==> src/rtl/sprite_pkg.sv <==
// Shared definitions for the sprite bitmap path: loader FSM states, bitmap
// store address/pixel widths, the default frame sync byte and the sprite
// geometry used by both the loader and the bitmap store.
package sprite_pkg;

    // Bitmap store geometry: 8 sprites of 16x16 pixels, 4 bits per pixel.
    localparam int ADDR_W       = 11;
    localparam int PIXEL_W      = 4;
    localparam int SPR_NSPRITES = 8;
    localparam int SPR_WIDTH    = 16;
    localparam int SPR_HEIGHT   = 16;
    localparam int SPR_PIX      = SPR_WIDTH * SPR_HEIGHT;
    localparam int SPR_DEPTH    = SPR_NSPRITES * SPR_PIX;

    // Byte that opens every frame on the loader input stream.
    localparam logic [7:0] SYNC_DEFAULT = 8'hA5;

    // Loader states. S_CHK is only reachable when the checksum is built.
    typedef enum logic [2:0] {
        S_IDLE  = 3'd0,
        S_INDEX = 3'd1,
        S_HI    = 3'd2,
        S_LO    = 3'd3,
        S_CHK   = 3'd4
    } loader_state_e;

    // Address of one pixel of data byte k: the high nibble lands on the even
    // address (odd=0), the low nibble on the following odd address (odd=1).
    // The sum wraps naturally at the store size.
    function automatic logic [ADDR_W-1:0] pixel_addr(
        input logic [ADDR_W-1:0] base,
        input logic [31:0]       k,
        input logic              odd
    );
        logic [31:0] offs;
        offs = (k << 1) | {31'd0, odd};
        return base + offs[ADDR_W-1:0];
    endfunction

endpackage

==> src/rtl/sprite_loader.sv <==
// sprite_loader: turns a framed byte stream (SYNC, sprite index, packed
// 4bpp pixel bytes) into one pixel write per cycle into the bitmap store.
// Optional feature macro: SPRITE_LOADER_CHECKSUM_EN adds a trailing XOR
// checksum byte per frame and drives chk_err on mismatch.
module sprite_loader
    import sprite_pkg::*;
#(
    parameter int         NSPRITES = SPR_NSPRITES,
    parameter int         WIDTH    = SPR_WIDTH,
    parameter int         HEIGHT   = SPR_HEIGHT,
    parameter logic [7:0] SYNC     = SYNC_DEFAULT
) (
    input  logic               clk,
    input  logic               rst,
    input  logic [7:0]         in_data,
    input  logic               in_valid,
    output logic               in_ready,
    output logic               wr_en,
    output logic [ADDR_W-1:0]  wr_add,
    output logic [PIXEL_W-1:0] wr_pixel,
    output logic               busy,
    output logic               done,
    output logic               chk_err
);

    localparam int PIX    = WIDTH * HEIGHT;
    localparam int NB     = PIX / 2;
    localparam int KW     = $clog2(NB);
    localparam int IDX_W  = $clog2(NSPRITES);
    localparam int PIX_SH = $clog2(PIX);

    loader_state_e      state_q;
    logic [ADDR_W-1:0]  base_q;
    logic [KW-1:0]      k_q;
    logic [PIXEL_W-1:0] lo_q;

    logic               in_ready_q;
    logic               wr_en_q;
    logic [ADDR_W-1:0]  wr_add_q;
    logic [PIXEL_W-1:0] wr_pixel_q;
    logic               busy_q;
    logic               done_q;

`ifdef SPRITE_LOADER_CHECKSUM_EN
    logic [7:0]         csum_q;
    logic               chk_err_q;
`endif

    logic               accept_d;
    logic               last_byte_d;
    logic [ADDR_W-1:0]  index_base_d;

    // Handshake, last-byte detect and the base address an index byte selects.
    always_comb begin
        accept_d     = in_valid && in_ready_q;
        last_byte_d  = (k_q == KW'(NB - 1));
        index_base_d = ADDR_W'(in_data[IDX_W-1:0]) << PIX_SH;
    end

    // Frame FSM; every output is a register updated alongside the state.
    always_ff @(posedge clk) begin
        if (rst) begin
            state_q    <= S_IDLE;
            base_q     <= '0;
            k_q        <= '0;
            lo_q       <= '0;
            in_ready_q <= 1'b0;
            wr_en_q    <= 1'b0;
            wr_add_q   <= '0;
            wr_pixel_q <= '0;
            busy_q     <= 1'b0;
            done_q     <= 1'b0;
`ifdef SPRITE_LOADER_CHECKSUM_EN
            csum_q     <= 8'h00;
            chk_err_q  <= 1'b0;
`endif
        end else begin
            // Strobes default low; address/pixel hold their last value.
            wr_en_q <= 1'b0;
            done_q  <= 1'b0;
`ifdef SPRITE_LOADER_CHECKSUM_EN
            chk_err_q <= 1'b0;
`endif
            unique case (state_q)
                S_IDLE: begin
                    // busy drops here, one cycle after the done pulse.
                    in_ready_q <= 1'b1;
                    busy_q     <= 1'b0;
                    if (accept_d && (in_data == SYNC)) begin
                        busy_q  <= 1'b1;
                        state_q <= S_INDEX;
                    end
                end

                S_INDEX: begin
                    in_ready_q <= 1'b1;
                    if (accept_d) begin
                        base_q  <= index_base_d;
                        k_q     <= '0;
`ifdef SPRITE_LOADER_CHECKSUM_EN
                        csum_q  <= 8'h00;
`endif
                        state_q <= S_HI;
                    end
                end

                S_HI: begin
                    // Write the high nibble straight away and stall the
                    // input for one cycle while the low nibble goes out.
                    if (accept_d) begin
                        lo_q       <= in_data[3:0];
                        wr_en_q    <= 1'b1;
                        wr_add_q   <= pixel_addr(base_q, 32'(k_q), 1'b0);
                        wr_pixel_q <= in_data[7:4];
                        in_ready_q <= 1'b0;
`ifdef SPRITE_LOADER_CHECKSUM_EN
                        csum_q     <= csum_q ^ in_data;
`endif
                        state_q    <= S_LO;
                    end else begin
                        in_ready_q <= 1'b1;
                    end
                end

                S_LO: begin
                    wr_en_q    <= 1'b1;
                    wr_add_q   <= pixel_addr(base_q, 32'(k_q), 1'b1);
                    wr_pixel_q <= lo_q;
                    in_ready_q <= 1'b1;
                    if (last_byte_d) begin
`ifdef SPRITE_LOADER_CHECKSUM_EN
                        state_q <= S_CHK;
`else
                        // Frame ends with the final pixel write.
                        done_q  <= 1'b1;
                        state_q <= S_IDLE;
`endif
                    end else begin
                        k_q     <= k_q + 1'b1;
                        state_q <= S_HI;
                    end
                end

`ifdef SPRITE_LOADER_CHECKSUM_EN
                S_CHK: begin
                    // Pixels are already written; a bad checksum only flags.
                    in_ready_q <= 1'b1;
                    if (accept_d) begin
                        done_q    <= 1'b1;
                        chk_err_q <= (in_data != csum_q);
                        state_q   <= S_IDLE;
                    end
                end
`endif

                default: begin
                    in_ready_q <= 1'b1;
                    busy_q     <= 1'b0;
                    state_q    <= S_IDLE;
                end
            endcase
        end
    end

    assign in_ready = in_ready_q;
    assign wr_en    = wr_en_q;
    assign wr_add   = wr_add_q;
    assign wr_pixel = wr_pixel_q;
    assign busy     = busy_q;
    assign done     = done_q;

`ifdef SPRITE_LOADER_CHECKSUM_EN
    assign chk_err  = chk_err_q;
`else
    assign chk_err  = 1'b0;
`endif

endmodule

==> config.mk <==
export PLATFORM = sky130hd
export DESIGN_NAME = sprite_loader
export DESIGN_NICKNAME = d
export VERILOG_FILES = /design/src/rtl/sprite_pkg.sv /design/src/rtl/sprite_loader.sv
export SDC_FILE = /design/constraint.sdc
export NUM_CORES = 1
export LEC_CHECK = 0
export CORE_MARGIN = 5
export CORE_UTILIZATION = 53
export CTS_CLUSTER_DIAMETER = 50
export DETAILED_ROUTE_END_ITERATION = 6
export GPL_TIMING_DRIVEN = 0
export HOLD_SLACK_MARGIN = 0.12
export PLACE_DENSITY = 0.89
export SYNTH_ARGS = -nofsm -noshare
export SYNTH_HDL_FRONTEND = slang
export SYNTH_SLANG_ARGS = --single-unit
==> constraint.sdc <==
create_clock -name clk -period 2.93 [get_ports clk]
set_input_delay 0.586 -clock clk [delete_from_list [all_inputs] [get_ports clk]]
set_output_delay 0.586 -clock clk [all_outputs]
set_load 0.05 [all_outputs]
## After elaboration in Yosys (flattened, before gate mapping)

Index checks and enable logic that the tools add are counted.

- Bitwise gates (word level): 1
- Reduce and logical (&&, ||, !) cells: 12
- Add/subtract/negate cells: 3
- Muxes and demuxes: 19
- Equality and inequality tests: 9

Operator list:

| operator | number |
|---|---|
| adder 11 x 8 -> 11 bit | 2 |
| one-hot mux 11 bit (2 select lines) | 1 |
| two-way mux 7 bit | 2 |
| one-hot mux 7 bit (2 select lines) | 1 |
| one-hot mux 3 bit (4 select lines) | 1 |
| two-way mux 11 bit | 1 |
| two-way mux 3 bit | 3 |
| equality test 8 bit, second input constant | 1 |
| != test 2 bit, second input constant | 4 |
| one-hot mux 4 bit (2 select lines) | 1 |
| adder 7 x 1 -> 7 bit, second input constant | 1 |
| equality test 7 bit, second input constant | 1 |
| equality test 3 x 2 -> 1 bit, second input constant | 2 |
| AND reduction 2 bit | 3 |
| AND reduction 3 bit | 2 |
| two-way mux 1 bit | 5 |
| two-way mux 4 bit | 1 |
| one-hot mux 1 bit (2 select lines) | 2 |
| nonzero test 2 bit | 2 |
| equality test 3 x 1 -> 1 bit, second input constant | 1 |
| zero test 3 bit | 1 |
| OR reduction 3 bit | 1 |
| logical AND 1 bit | 2 |
| two-way mux 2 bit | 1 |
| other kinds (2) | 2 |

- Output and inout bits: 20
- Logic and storage cells: 54
- Bits of input ports: 11
- Flip-flop bits (word level): 36

## Longest topological paths before layout

Gate-level depths: netlist of the first run.

- Depth after elaboration: 4
- Gate-level depth with buffers: 7
- Depth with buffers taken out: 5

## Worst setup path before layout of the first run

No wires, ideal clock.

- Path kind: reg2reg
- Start point: register in_ready_q, in the netlist in_ready
- End point: register k_q[5]
- Stages on the path, launching flop included: 6
- Arrival: 1.684 ns
- Buffers on the path: 1
- Period minus slack after synthesis: 1.753 ns
- Data required time: 2.860 ns
- Setup time: 0.070 ns
- Path slack: 1.177 ns
- Cells stage by stage: dfxtp_1 -> and2_1 -> buf_6 -> o221ai_4 -> or4_1 -> a21oi_1

- Word-level cells in the longest chain between the ends: 3

Ends and longest elaborated chain:

| item | RTL line | RTL |
|---|---|---|
| start, declared | sprite_loader.sv:37 | `logic in_ready_q;` |
| start signal, assigned | sprite_loader.sv:67 | `in_ready_q <= 1'b0;` |
| start signal, assigned | sprite_loader.sv:87 | `in_ready_q <= 1'b1;` |
| start signal, assigned | sprite_loader.sv:96 | `in_ready_q <= 1'b1;` |
| logical AND 1 bit | sprite_loader.sv:55 | `accept_d = in_valid && in_ready_q;` |
| != test 2 bit (no source line) | - |  |
| AND reduction 3 bit (no source line) | - |  |
| end signal, assigned | sprite_loader.sv:139 | `k_q <= k_q + 1'b1;` |
| end, declared | sprite_loader.sv:34 | `logic [KW-1:0] k_q;` |

No other way between the ends.
A chain may end at the register's enable or synchronous reset.

## Final worst setup path of the first run

- Start point: register wr_add_q[7], in the netlist wr_add[7]
- End point: output port wr_add[7]

RTL lines:

| item | RTL line | RTL |
|---|---|---|
| start, declared | sprite_loader.sv:39 | `logic [ADDR_W-1:0] wr_add_q;` |
| start signal, assigned | sprite_loader.sv:113 | `wr_add_q <= pixel_addr(base_q, 32'(k_q), 1'b0);` |
| start signal, assigned | sprite_loader.sv:127 | `wr_add_q <= pixel_addr(base_q, 32'(k_q), 1'b1);` |
| end, declared | sprite_loader.sv:19 | `output logic [ADDR_W-1:0] wr_add,` |

No word-level cell between the ends.

==> key figures, run 1 <==
Clocking
  • Root buffer selected by CTS: sky130_fd_sc_hd__clkbuf_4
  • Total of hold buffers inserted after clock tree synthesis: 0
  • Quantity of gates resized following cts: 0
  • Clock-pin slew reported for the worst setup and hold paths after clock tree synthesis: roughly 100 ps
  • Post-CTS setup repair buffer count: 0
  • Sink count of the clock tree: 35
  • Number of levels in the clock H-tree: 2
  • CTS buffer count: 5
  • Max Buffers Root-to-Sink: 2
  • Clock tree from TritonCTS: built
  • Clock latency at the later pin of the worst-skew pair: around 330 ps

Critical path
  • Number of buffers and inverters on the critical path: 1
  • Slowest Stage Delay on Critical Path: 820 ps
  • Critical path origin: wr_add[7]$_SDFFE_PP0P_
  • Reg2Reg Depth: 5
  • CP Data Arrival Time: roughly 1500 ps
  • Worst setup slack for register-to-register paths: around 1300 ps
  • Required time at the endpoint of the critical path: around 2300 ps
  • Beginning of the worst register-to-register path: k_q[0]$_SDFFE_PP0P_
  • Slowest CP cell: sky130_fd_sc_hd__clkdlybuf4s50_1
  • RR Endpoint: k_q[5]$_SDFFE_PP0P_
  • Worst setup path category: reg2out
  • Crit-path max FO: 2
  • Crit-path leading delay family: buffers and inverters
  • CP Depth: 1
  • CP startpoint kind: flip-flop
  • Sort of element at the end of the critical path: output port
  • Ordered list of cells on the worst path: clkdlybuf4s50_1
  • End point of the critical path: wr_add[7]

GRT
  • Tot GR Track Use: between 15 and 20%
  • Wire length of the first global-routing pass: ~5700 um
  • GRT Residual Overflow: 0
  • Number of antenna violations at the first check in global routing: 0
  • Number of global-route vias before repair: between 1000 and 1500
  • Largest net degree at the start of global routing: 11

Final layout
  • Number of filler cells placed in the layout: 219
  • Share of final-layout standard cells stronger than drive strength 1: 9.406%
  • Final design utilization: between 60 and 70%
  • Number of antenna cells inserted: 0
  • Finished Cell Area: between 1500 and 2000 um2
  • Area overhead of the layout relative to synthesis: 26.62%
  • Final cell count without fillers: around 230
  • Layout net count: around 210

Drt
  • Final Routed Wirelength: 3242 um
  • Via/cell ratio: 5.489
  • Number of nets with antenna violations after detailed routing: 0
  • Average wire per cell in the routed design: ~14 um
  • Length of the first detailed-routing pass in iterations: 4
  • Post-detailed-route DRC marker count: 0
  • Initial detailed-routing violation count: 29
  • Number of vias in the routed layout: between 1000 and 1500

Synth
  • Share of the synthesized area in the top cell type: about 48%
  • Synth area leader: sky130_fd_sc_hd__dfxtp_1
  • Proportion of synthesized chip area in sequential cells: roughly 48%
  • Distinct cells, synth: 33
  • Yosys Warn Count: 0
  • Mapped Nets: approximately 180
  • Synth area leaders: sky130_fd_sc_hd__dfxtp_1, sky130_fd_sc_hd__nand2_1, sky130_fd_sc_hd__a21oi_1, sky130_fd_sc_hd__mux2i_1, sky130_fd_sc_hd__nor2_1
  • Share of flip-flops with an asynchronous set or reset: 0%
  • Commonest register cell after synthesis: sky130_fd_sc_hd__dfxtp_1
  • Number of cells produced by synthesis: approximately 170
  • Average cell area after synthesis: slightly below 9 um2
  • Cell area after synthesis: 1448 um2
  • Number of enable-type register cells in the synthesized netlist: 0
  • Yosys reg bits: 35

Pwr
  • Reported leakage power: 0.6453 nW
  • Total power: between 0.7 and 0.8 mW
  • Areal power density over the cells: 425.7 nW/um2
  • Peak VDD IR: approximately 0.00039 V

Timing
  • Min Tclk post-route: between 2000 and 2500 ps
  • Crit share post-route: 71.30%
  • Final hold vios: 0
  • Accumulated negative setup slack: 0 ps
  • Setup Viol. Count Final: 0
  • Worst hold slack across all endpoints: around 460 ps
  • Max Clock Skew: 7.168 ps
  • Fin worst setup slack: roughly 840 ps
  • RSZ-0062 raised after global routing: false
  • Highest clock frequency the design can meet: 0.4787 GHz
  • Final max-slew violation count: 0
  • Relative slew slack: 66.15%
  • Transition time at the pin with the least slew margin: 506.1 ps

Placed design
  • Placed cells: 226
  • Final Wtd Congestion: around 0.82
  • Placed Area: approximately 1800 um2
  • Placement Setup Slack: approximately 750 ps
  • Post-detailed-placement half-perimeter wirelength: ~2300 um
  • IO Port Bufs: 29

Run status
  • Result of the run: complete, no violations

Floorplan
  • Chip width: slightly above 60 um
  • Starting density of the core: between 50% and 60%
  • Row cnt: 19
  • Die outline area: roughly 3900 um2
  • Core box area: around 2700 um2
  • Number of top-level pins: 31
  • Die Y-Extent: around 62 um

Job
  • Max cap viols: 0

Min path
  • Hold Crit Class: reg2reg
==> power breakdown <==
part           switching (mW)  internal [mW]
registers            0.000420          0.476
clock network           0.151          0.111
logic                  0.0220         0.0193
==> kinds of logic after synthesis <==
group | synth area share (%)
compound gates | 14.87
fa+ha+maj | 0.8642
buf+inv | 5.012
flops | 48.40
mux | 5.532
other cells | 0.2590
simple gates | 25.06
==> metal layers <==
| layer | routed length, um | vias up | global-route usage (%) |
|---|---|---|---|
| li1 | - | 649 | - |
| met1 | 1486 | 597 | 22.31 |
| met2 | 1566 | 26 | 29.15 |
| met3 | 127 | 7 | 4.505 |
| met4 | 61 | 0 | 8.223 |
| met5 | 0 | - | 0 |
==> flip-flops by register name, indices dropped and copies added (netlist names) <==
name	flops
base_q	3
busy	1
done	1
in_ready	1
k_q	7
lo_q	4
state_q	2
wr_add	11
wr_en	1
wr_pixel	4
==> synthesized netlist by cell type, drive strengths merged (2+ instances only) <==
library cell,number
nand2,29
nand3,7
or4,2
nor2b,2
nor2,16
nor4bb,2
a21oi,21
dfxtp,35
o21ai,5
nor3,2
buf,8
inv,2
clkbuf,4
nand3b,2
mux2i,8
a311oi,4
nand4,2
or3,5
==> worst min-delay path: stages (launching register included) <==
cell	delay [ps]
sky130_fd_sc_hd__dfxtp_1	320
sky130_fd_sc_hd__nand2_1	50
sky130_fd_sc_hd__a21oi_1	50
==> how the worst min path moves through the flow <==
stage | startpoint | to | slack [ps] | cells past startpoint
after floorplan | base_q[10]$_SDFFE_PP0P_ | wr_add[10]$_SDFFE_PP0P_ | 430 | 2
after global placement | base_q[10]$_SDFFE_PP0P_ | wr_add[10]$_SDFFE_PP0P_ | 440 | 2
after detailed placement | base_q[8]$_SDFFE_PP0P_ | wr_add[8]$_SDFFE_PP0P_ | 450 | 2
after CTS | base_q[10]$_SDFFE_PP0P_ | wr_add[10]$_SDFFE_PP0P_ | 460 | 2
after global routing | wr_add[4]$_SDFFE_PP0P_ | wr_add[4]$_SDFFE_PP0P_ | 490 | 2
final | base_q[10]$_SDFFE_PP0P_ | wr_add[10]$_SDFFE_PP0P_ | 460 | 2
==> layout make-up <==
cell class	instances	area (um2)	share of cell area [%]
Buffer	12	65.06	3.549
Clock buffer	6	51.30	2.799
Clock inverter	1	5.005	0.2730
Inverter	2	7.507	0.4096
Multi-Input combinational cell	117	674.4	36.79
Sequential cell	35	700.7	38.23
Tap cell	31	38.79	2.116
Timing Repair Buffer	29	290.3	15.84
==> layout by cell type, fill, tap and decap left out, drive strengths merged <==
cell / n
dfxtp: 35
nand2: 29
clkdlybuf4s50: 29
a21oi: 21
nor2: 16
clkbuf: 10
mux2i: 8
buf: 8
nand3: 7
o21ai: 5
or3: 5
a311oi: 4
nand3b: 2
nor2b: 2
inv: 2
or4: 2
nor4bb: 2
nor3: 2
nand4: 2
and2: 1
o21a: 1
nor3b: 1
o221ai: 1
or2: 1
o2111ai: 1
o31ai: 1
nand2b: 1
ha: 1
conb: 1
clkinv: 1
Note: power is estimated with default switching activity, not from simulation.
==> run 2, diff against run 1 <==
--- a/config.mk
+++ b/config.mk
@@ -6,12 +6,12 @@
 export NUM_CORES = 1
 export LEC_CHECK = 0
 export CORE_MARGIN = 5
-export CORE_UTILIZATION = 53
+export CORE_UTILIZATION = 49
 export CTS_CLUSTER_DIAMETER = 50
 export DETAILED_ROUTE_END_ITERATION = 6
 export GPL_TIMING_DRIVEN = 0
 export HOLD_SLACK_MARGIN = 0.12
-export PLACE_DENSITY = 0.89
+export PLACE_DENSITY = 0.83
 export SYNTH_ARGS = -nofsm -noshare
 export SYNTH_HDL_FRONTEND = slang
 export SYNTH_SLANG_ARGS = --single-unit
==> constraint.sdc (replaced) <==
create_clock -name clk -period 2.05 [get_ports clk]
set_input_delay 0.41 -clock clk [delete_from_list [all_inputs] [get_ports clk]]
set_output_delay 0.41 -clock clk [all_outputs]
set_load 0.05 [all_outputs]
==> run 2 against run 1 <==
  * Design area up 1.6%
  * Die area grew 6.8%
  * Register-to-register slack got worse by 920 ps
  * Total power grew 62%
  * Sequential power is 43% higher
  * Setup slack lost 710 ps
  * Combinational power rose by 42%
  * Via count increased by 0.70%
  * Sequential share of layout area shrank 0.62 points
  * Worst hold slack better by 9.4 ps
==> key figures, run 2 (synthesized netlist as in run 1, its figures left out) <==
Timing
  • Fin worst setup slack: ~130 ps
  • Min Tclk post-route: ~1900 ps
  • Setup Viol. Count Final: 0
  • Highest clock frequency the design can meet: ~0.52 GHz
  • Final hold vios: 0
  • Max Clock Skew: between 4 and 5 ps
  • Worst hold slack across all endpoints: about 470 ps
  • Accumulated negative setup slack: 0 ps
  • RSZ-0062 raised after global routing: false
  • Crit share post-route: between 90 and 100%
  • Relative slew slack: roughly 66%
  • Transition time at the pin with the least slew margin: ~510 ps
  • Final max-slew violation count: 0

Floorplan
  • Starting density of the core: between 50 and 60%
  • Chip width: approximately 64 um
  • Number of top-level pins: 31
  • Die Y-Extent: roughly 64 um
  • Die outline area: 4142 um2
  • Core box area: approximately 2800 um2
  • Row cnt: 19

Critical path
  • CP startpoint kind: flip-flop
  • Number of buffers and inverters on the critical path: 1
  • Crit-path max FO: 2
  • Ordered list of cells on the worst path: clkdlybuf4s50_1
  • Slowest CP cell: sky130_fd_sc_hd__clkdlybuf4s50_1
  • Required time at the endpoint of the critical path: 1640 ps
  • Worst setup path category: reg2out
  • CP Data Arrival Time: 1510 ps
  • Crit-path leading delay family: buffers and inverters
  • Slowest Stage Delay on Critical Path: 810 ps
  • Sort of element at the end of the critical path: output port

Pwr
  • Power share of the clock group: between 40% and 50%
  • Reg power frac: a little over half
  • Combinational power share: under 10%
  • Areal power density over the cells: 679.1 nW/um2
  • Total power: 1.265 mW
  • Reported leakage power: approximately 0.66 nW
  • Internal power: ~1.0 mW
  • Sw Pwr: roughly 0.27 mW
  • Sw Share: a little over a fifth
  • Peak VDD IR: about 0.0005 V

Placed design
  • IO Port Bufs: 29
  • Post-detailed-placement half-perimeter wirelength: around 2400 um
  • Placed cells: ~230
  • Final Wtd Congestion: between 0.8 and 0.9
  • Placed Area: 1777 um2
  • Placement Setup Slack: ~14 ps

Clocking
  • Clock tree from TritonCTS: built
  • Quantity of gates resized following cts: 0
  • Sink count of the clock tree: 35
  • CTS buffer count: 5
  • Clock-pin slew reported for the worst setup and hold paths after clock tree synthesis: about 110 ps
  • Number of levels in the clock H-tree: 2
  • Post-CTS setup repair buffer count: 0
  • Total of hold buffers inserted after clock tree synthesis: 0
  • Root buffer selected by CTS: sky130_fd_sc_hd__clkbuf_4
  • Max Buffers Root-to-Sink: 2
  • Clock latency at the later pin of the worst-skew pair: 340 ps

Final layout
  • Most frequent standard cell in the layout excluding fill and tap cells: sky130_fd_sc_hd__dfxtp_1
  • Largest register FFs: 11
  • Share of final-layout standard cells stronger than drive strength 1: between 9 and 10%
  • Leading cell types in the layout, fill and taps excluded: sky130_fd_sc_hd__dfxtp_1, sky130_fd_sc_hd__nand2_1, sky130_fd_sc_hd__clkdlybuf4s50_1
  • Number of antenna cells inserted: 0
  • Final design utilization: around two thirds
  • Area overhead of the layout relative to synthesis: 28.70%
  • Finished Cell Area: around 1900 um2
  • Final cell count without fillers: between 200 and 250
  • Number of filler cells placed in the layout: 226
  • Layout net count: 214

Drt
  • Average wire per cell in the routed design: 13.79 um
  • Number of nets with antenna violations after detailed routing: 0
  • Post-detailed-route DRC marker count: 0
  • Number of vias in the routed layout: around 1300
  • Initial detailed-routing violation count: 55
  • Length of the first detailed-routing pass in iterations: 4
  • Final Routed Wirelength: around 3200 um
  • Via/cell ratio: 5.504

GRT
  • GRT Residual Overflow: 0
  • Wire length of the first global-routing pass: ~5600 um
  • Number of antenna violations at the first check in global routing: 0
  • Largest net degree at the start of global routing: 12
  • Number of global-route vias before repair: 1281
  • Tot GR Track Use: ~17%

Run status
  • Result of the run: complete, no violations

Job
  • Max cap viols: 0

Min path
  • Hold Crit Class: reg2reg
[run 2: changes by cell type in the layout (fill, tap and decap cells not counted), sizes merged]
cell | before | now
bufinv | 0 | 1
[run 2: final timing paths]
| check | start | endpoint | slack, ps | depth (start not counted) |
|---|---|---|---|---|
| max reg2reg | k_q[0]$_SDFFE_PP0P_ | k_q[5]$_SDFFE_PP0P_ | 360 | 5 |
| min | base_q[10]$_SDFFE_PP0P_ | wr_add[10]$_SDFFE_PP0P_ | 470 | 2 |
| max | wr_add[10]$_SDFFE_PP0P_ | wr_add[10] | 130 | 1 |
| min reg2reg | base_q[10]$_SDFFE_PP0P_ | wr_add[10]$_SDFFE_PP0P_ | 470 | 2 |
[run 2: cell type report]
| class | instances | area, um2 | area share (%) |
|---|---|---|---|
| plain buffers | 12 | 65.06 | 3.492 |
| clock buffers | 6 | 51.30 | 2.754 |
| clock inverters | 2 | 35.03 | 1.880 |
| inverters | 2 | 7.507 | 0.4030 |
| multi-input cells | 117 | 674.4 | 36.20 |
| flip-flops and latches | 35 | 700.7 | 37.61 |
| well taps | 31 | 38.79 | 2.082 |
| repair buffers | 29 | 290.3 | 15.58 |
[run 2: power groups by stage]
| stage | sequential [mW] | clock [mW] | combinational, mW |
|---|---|---|---|
| 2_1_floorplan | 0.701 | 0 | 0.0245 |
| 3_3_place_gp | 0.697 | 0 | 0.0572 |
| 3_5_place_dp | 0.697 | 0 | 0.0585 |
| 4_1_cts | 0.681 | 0.532 | 0.0586 |
| 5_1_grt | 0.682 | 0.570 | 0.0628 |
| 6_report | 0.681 | 0.525 | 0.0588 |
[run 2: layer usage]
| metal | GRT usage, % | up-vias | routed length, um |
|---|---|---|---|
| li1 | - | 647 | - |
| met1 | 19.78 | 600 | 1450 |
| met2 | 28.35 | 33 | 1524 |
| met3 | 7.005 | 8 | 185 |
| met4 | 7.916 | 0 | 68 |
| met5 | 0 | - | 0 |
==> run 3, diff against run 2 <==
--- a/config.mk
+++ b/config.mk
@@ -5,7 +5,8 @@
 export SDC_FILE = /design/constraint.sdc
 export NUM_CORES = 1
 export LEC_CHECK = 0
-export CORE_MARGIN = 5
+export ABC_AREA = 0
+export CORE_MARGIN = 1.5
 export CORE_UTILIZATION = 49
 export CTS_CLUSTER_DIAMETER = 50
 export DETAILED_ROUTE_END_ITERATION = 6
==> run 3 against run 2 <==
  * Total power fell by 1.1%
  * Clock power shrank 2%
  * Register-to-register slack gained 40 ps
  * Sequential power about the same
  * First-iteration DRC count is 35% lower
  * Combinational power decreased by 0.7%
  * Via count grew 0.23%
  * Clock skew about the same
  * Global-route usage increased by 4.5 points
  * Largest cell class unchanged
  * Highest routed layer unchanged
==> key figures, run 3 (synthesized netlist as in run 1, its figures left out) <==
Critical path
  • Crit-path leading delay family: buffers and inverters
  • Critical path origin: wr_pixel[1]$_SDFFE_PP0P_
  • Number of buffers and inverters on the critical path: 1
  • Sort of element at the end of the critical path: output port
  • Required time at the endpoint of the critical path: around 1600 ps
  • Worst setup path category: reg2out
  • Beginning of the worst register-to-register path: k_q[0]$_SDFFE_PP0P_
  • Ordered list of cells on the worst path: clkdlybuf4s50_1
  • CP startpoint kind: flip-flop
  • Slowest CP cell: sky130_fd_sc_hd__clkdlybuf4s50_1
  • Worst setup slack for register-to-register paths: around 400 ps
  • CP Data Arrival Time: 1490 ps
  • Slowest Stage Delay on Critical Path: slightly above 800 ps
  • Crit-path max FO: 2

Timing
  • Accumulated negative setup slack: 0 ps
  • Max Clock Skew: between 4 and 5 ps
  • Highest clock frequency the design can meet: ~0.53 GHz
  • RSZ-0062 raised after global routing: false
  • Final max-slew violation count: 0
  • Min Tclk post-route: around 1900 ps
  • Fin worst setup slack: roughly 150 ps
  • Setup Viol. Count Final: 0
  • Worst hold slack across all endpoints: 462.6 ps
  • Final hold vios: 0
  • Crit share post-route: between 90 and 100%
  • Transition time at the pin with the least slew margin: approximately 500 ps
  • Relative slew slack: between 60% and 70%

Placed design
  • Final Wtd Congestion: roughly 0.77
  • Placement Setup Slack: -8.497 ps
  • Placed Area: about 1800 um2
  • IO Port Bufs: 29
  • Post-detailed-placement half-perimeter wirelength: 2276 um

Pwr
  • Areal power density over the cells: 671.8 nW/um2
  • Internal power: between 0.9 and 1 mW
  • Combinational power share: ~4.7%
  • Peak VDD IR: ~0.00076 V
  • Sw Share: 20.40%
  • Reported leakage power: roughly 0.66 nW
  • Sw Pwr: 0.2553 mW
  • Power share of the clock group: around two fifths
  • Reg power frac: 54.4%

Final layout
  • Leading cell types in the layout, fill and taps excluded: sky130_fd_sc_hd__dfxtp_1, sky130_fd_sc_hd__nand2_1, sky130_fd_sc_hd__clkdlybuf4s50_1
  • Most frequent standard cell in the layout excluding fill and tap cells: sky130_fd_sc_hd__dfxtp_1
  • Largest register FFs: 11
  • Number of filler cells placed in the layout: roughly 250
  • Share of final-layout standard cells stronger than drive strength 1: under 10%
  • Layout net count: 214
  • Number of antenna cells inserted: 0
  • Finished Cell Area: 1863 um2
  • Area overhead of the layout relative to synthesis: 28.70%

GRT
  • Number of global-route vias before repair: 1243
  • Tot GR Track Use: a little over a fifth
  • Wire length of the first global-routing pass: about 5500 um
  • Number of antenna violations at the first check in global routing: 0
  • GRT Residual Overflow: 0
  • Largest net degree at the start of global routing: 12

Clocking
  • Root buffer selected by CTS: sky130_fd_sc_hd__clkbuf_4
  • Quantity of gates resized following cts: 0
  • CTS buffer count: 5
  • Clock tree from TritonCTS: built
  • Clock-pin slew reported for the worst setup and hold paths after clock tree synthesis: roughly 100 ps
  • Post-CTS setup repair buffer count: 0
  • Sink count of the clock tree: 35
  • Number of levels in the clock H-tree: 2
  • Max Buffers Root-to-Sink: 2
  • Total of hold buffers inserted after clock tree synthesis: 0
  • Clock latency at the later pin of the worst-skew pair: about 330 ps

Floorplan
  • Die outline area: ~3300 um2
  • Die Y-Extent: 57.36 um
  • Chip width: approximately 57 um
  • Core box area: about 2800 um2
  • Starting density of the core: between 50% and 60%
  • Row cnt: 19
  • Number of top-level pins: 31

Drt
  • Post-detailed-route DRC marker count: 0
  • Length of the first detailed-routing pass in iterations: 4
  • Via/cell ratio: about 5.5
  • Number of nets with antenna violations after detailed routing: 0
  • Average wire per cell in the routed design: 13.48 um
  • Number of vias in the routed layout: between 1000 and 1500
  • Initial detailed-routing violation count: 36
  • Final Routed Wirelength: 3154 um

Run status
  • Result of the run: complete, no violations

Job
  • Max cap viols: 0

Min path
  • Launch point of the worst hold path: wr_add[4]$_SDFFE_PP0P_
  • Hold Crit Class: reg2reg
run 3: metrics by stage:
step           power (mW)  util (%)  cells
2_1_floorplan      0.7252         -    166
3_3_place_gp       0.7538     63.88    226
3_5_place_dp       0.7548     63.88    226
4_1_cts             1.268     66.98    234
5_1_grt             1.298     66.98    234
6_report            1.252     66.98    234
run 3: layout make-up:
class                      count  area [um2]  share of cell area (%)
tap                           31       38.79                   2.082
clock inverter                 2       35.03                   1.880
buffer                        12       65.06                   3.492
clock buffer                   6       51.30                   2.754
inverter                       2       7.507                  0.4030
sequential                    35       700.7                   37.61
timing repair buffer          29       290.3                   15.58
multi-input combinational    117       674.4                   36.20
run 3: path summary, 6_finish.rpt:
path / end / depth (start not counted)
max: wr_pixel[1] / 1
min: wr_add[4]$_SDFFE_PP0P_ / 2
max reg2reg: k_q[5]$_SDFFE_PP0P_ / 5
min reg2reg: wr_add[4]$_SDFFE_PP0P_ / 2
run 3: tightest hold or removal path, stage by stage, from the launching register on:
cell and delay [ps]:
sky130_fd_sc_hd__dfxtp_1 320, sky130_fd_sc_hd__nand2_1 50, sky130_fd_sc_hd__a21oi_1 50
run 3: power by group through the flow:
stage | registers [mW] | logic, mW | clock network, mW
floorplan | 0.701 | 0.0245 | 0
finish | 0.681 | 0.0584 | 0.512
global placement | 0.697 | 0.0570 | 0
global route | 0.682 | 0.0629 | 0.553
detailed placement | 0.697 | 0.0579 | 0
CTS | 0.681 | 0.0581 | 0.528
run 3: per-layer routing:
layer	global-route usage (%)	wire [um]	vias up
met2	34.25	1484	39
li1	-	-	647
met3	7.483	171	6
met5	0	0	-
met1	27.09	1439	599
met4	9.635	58	0
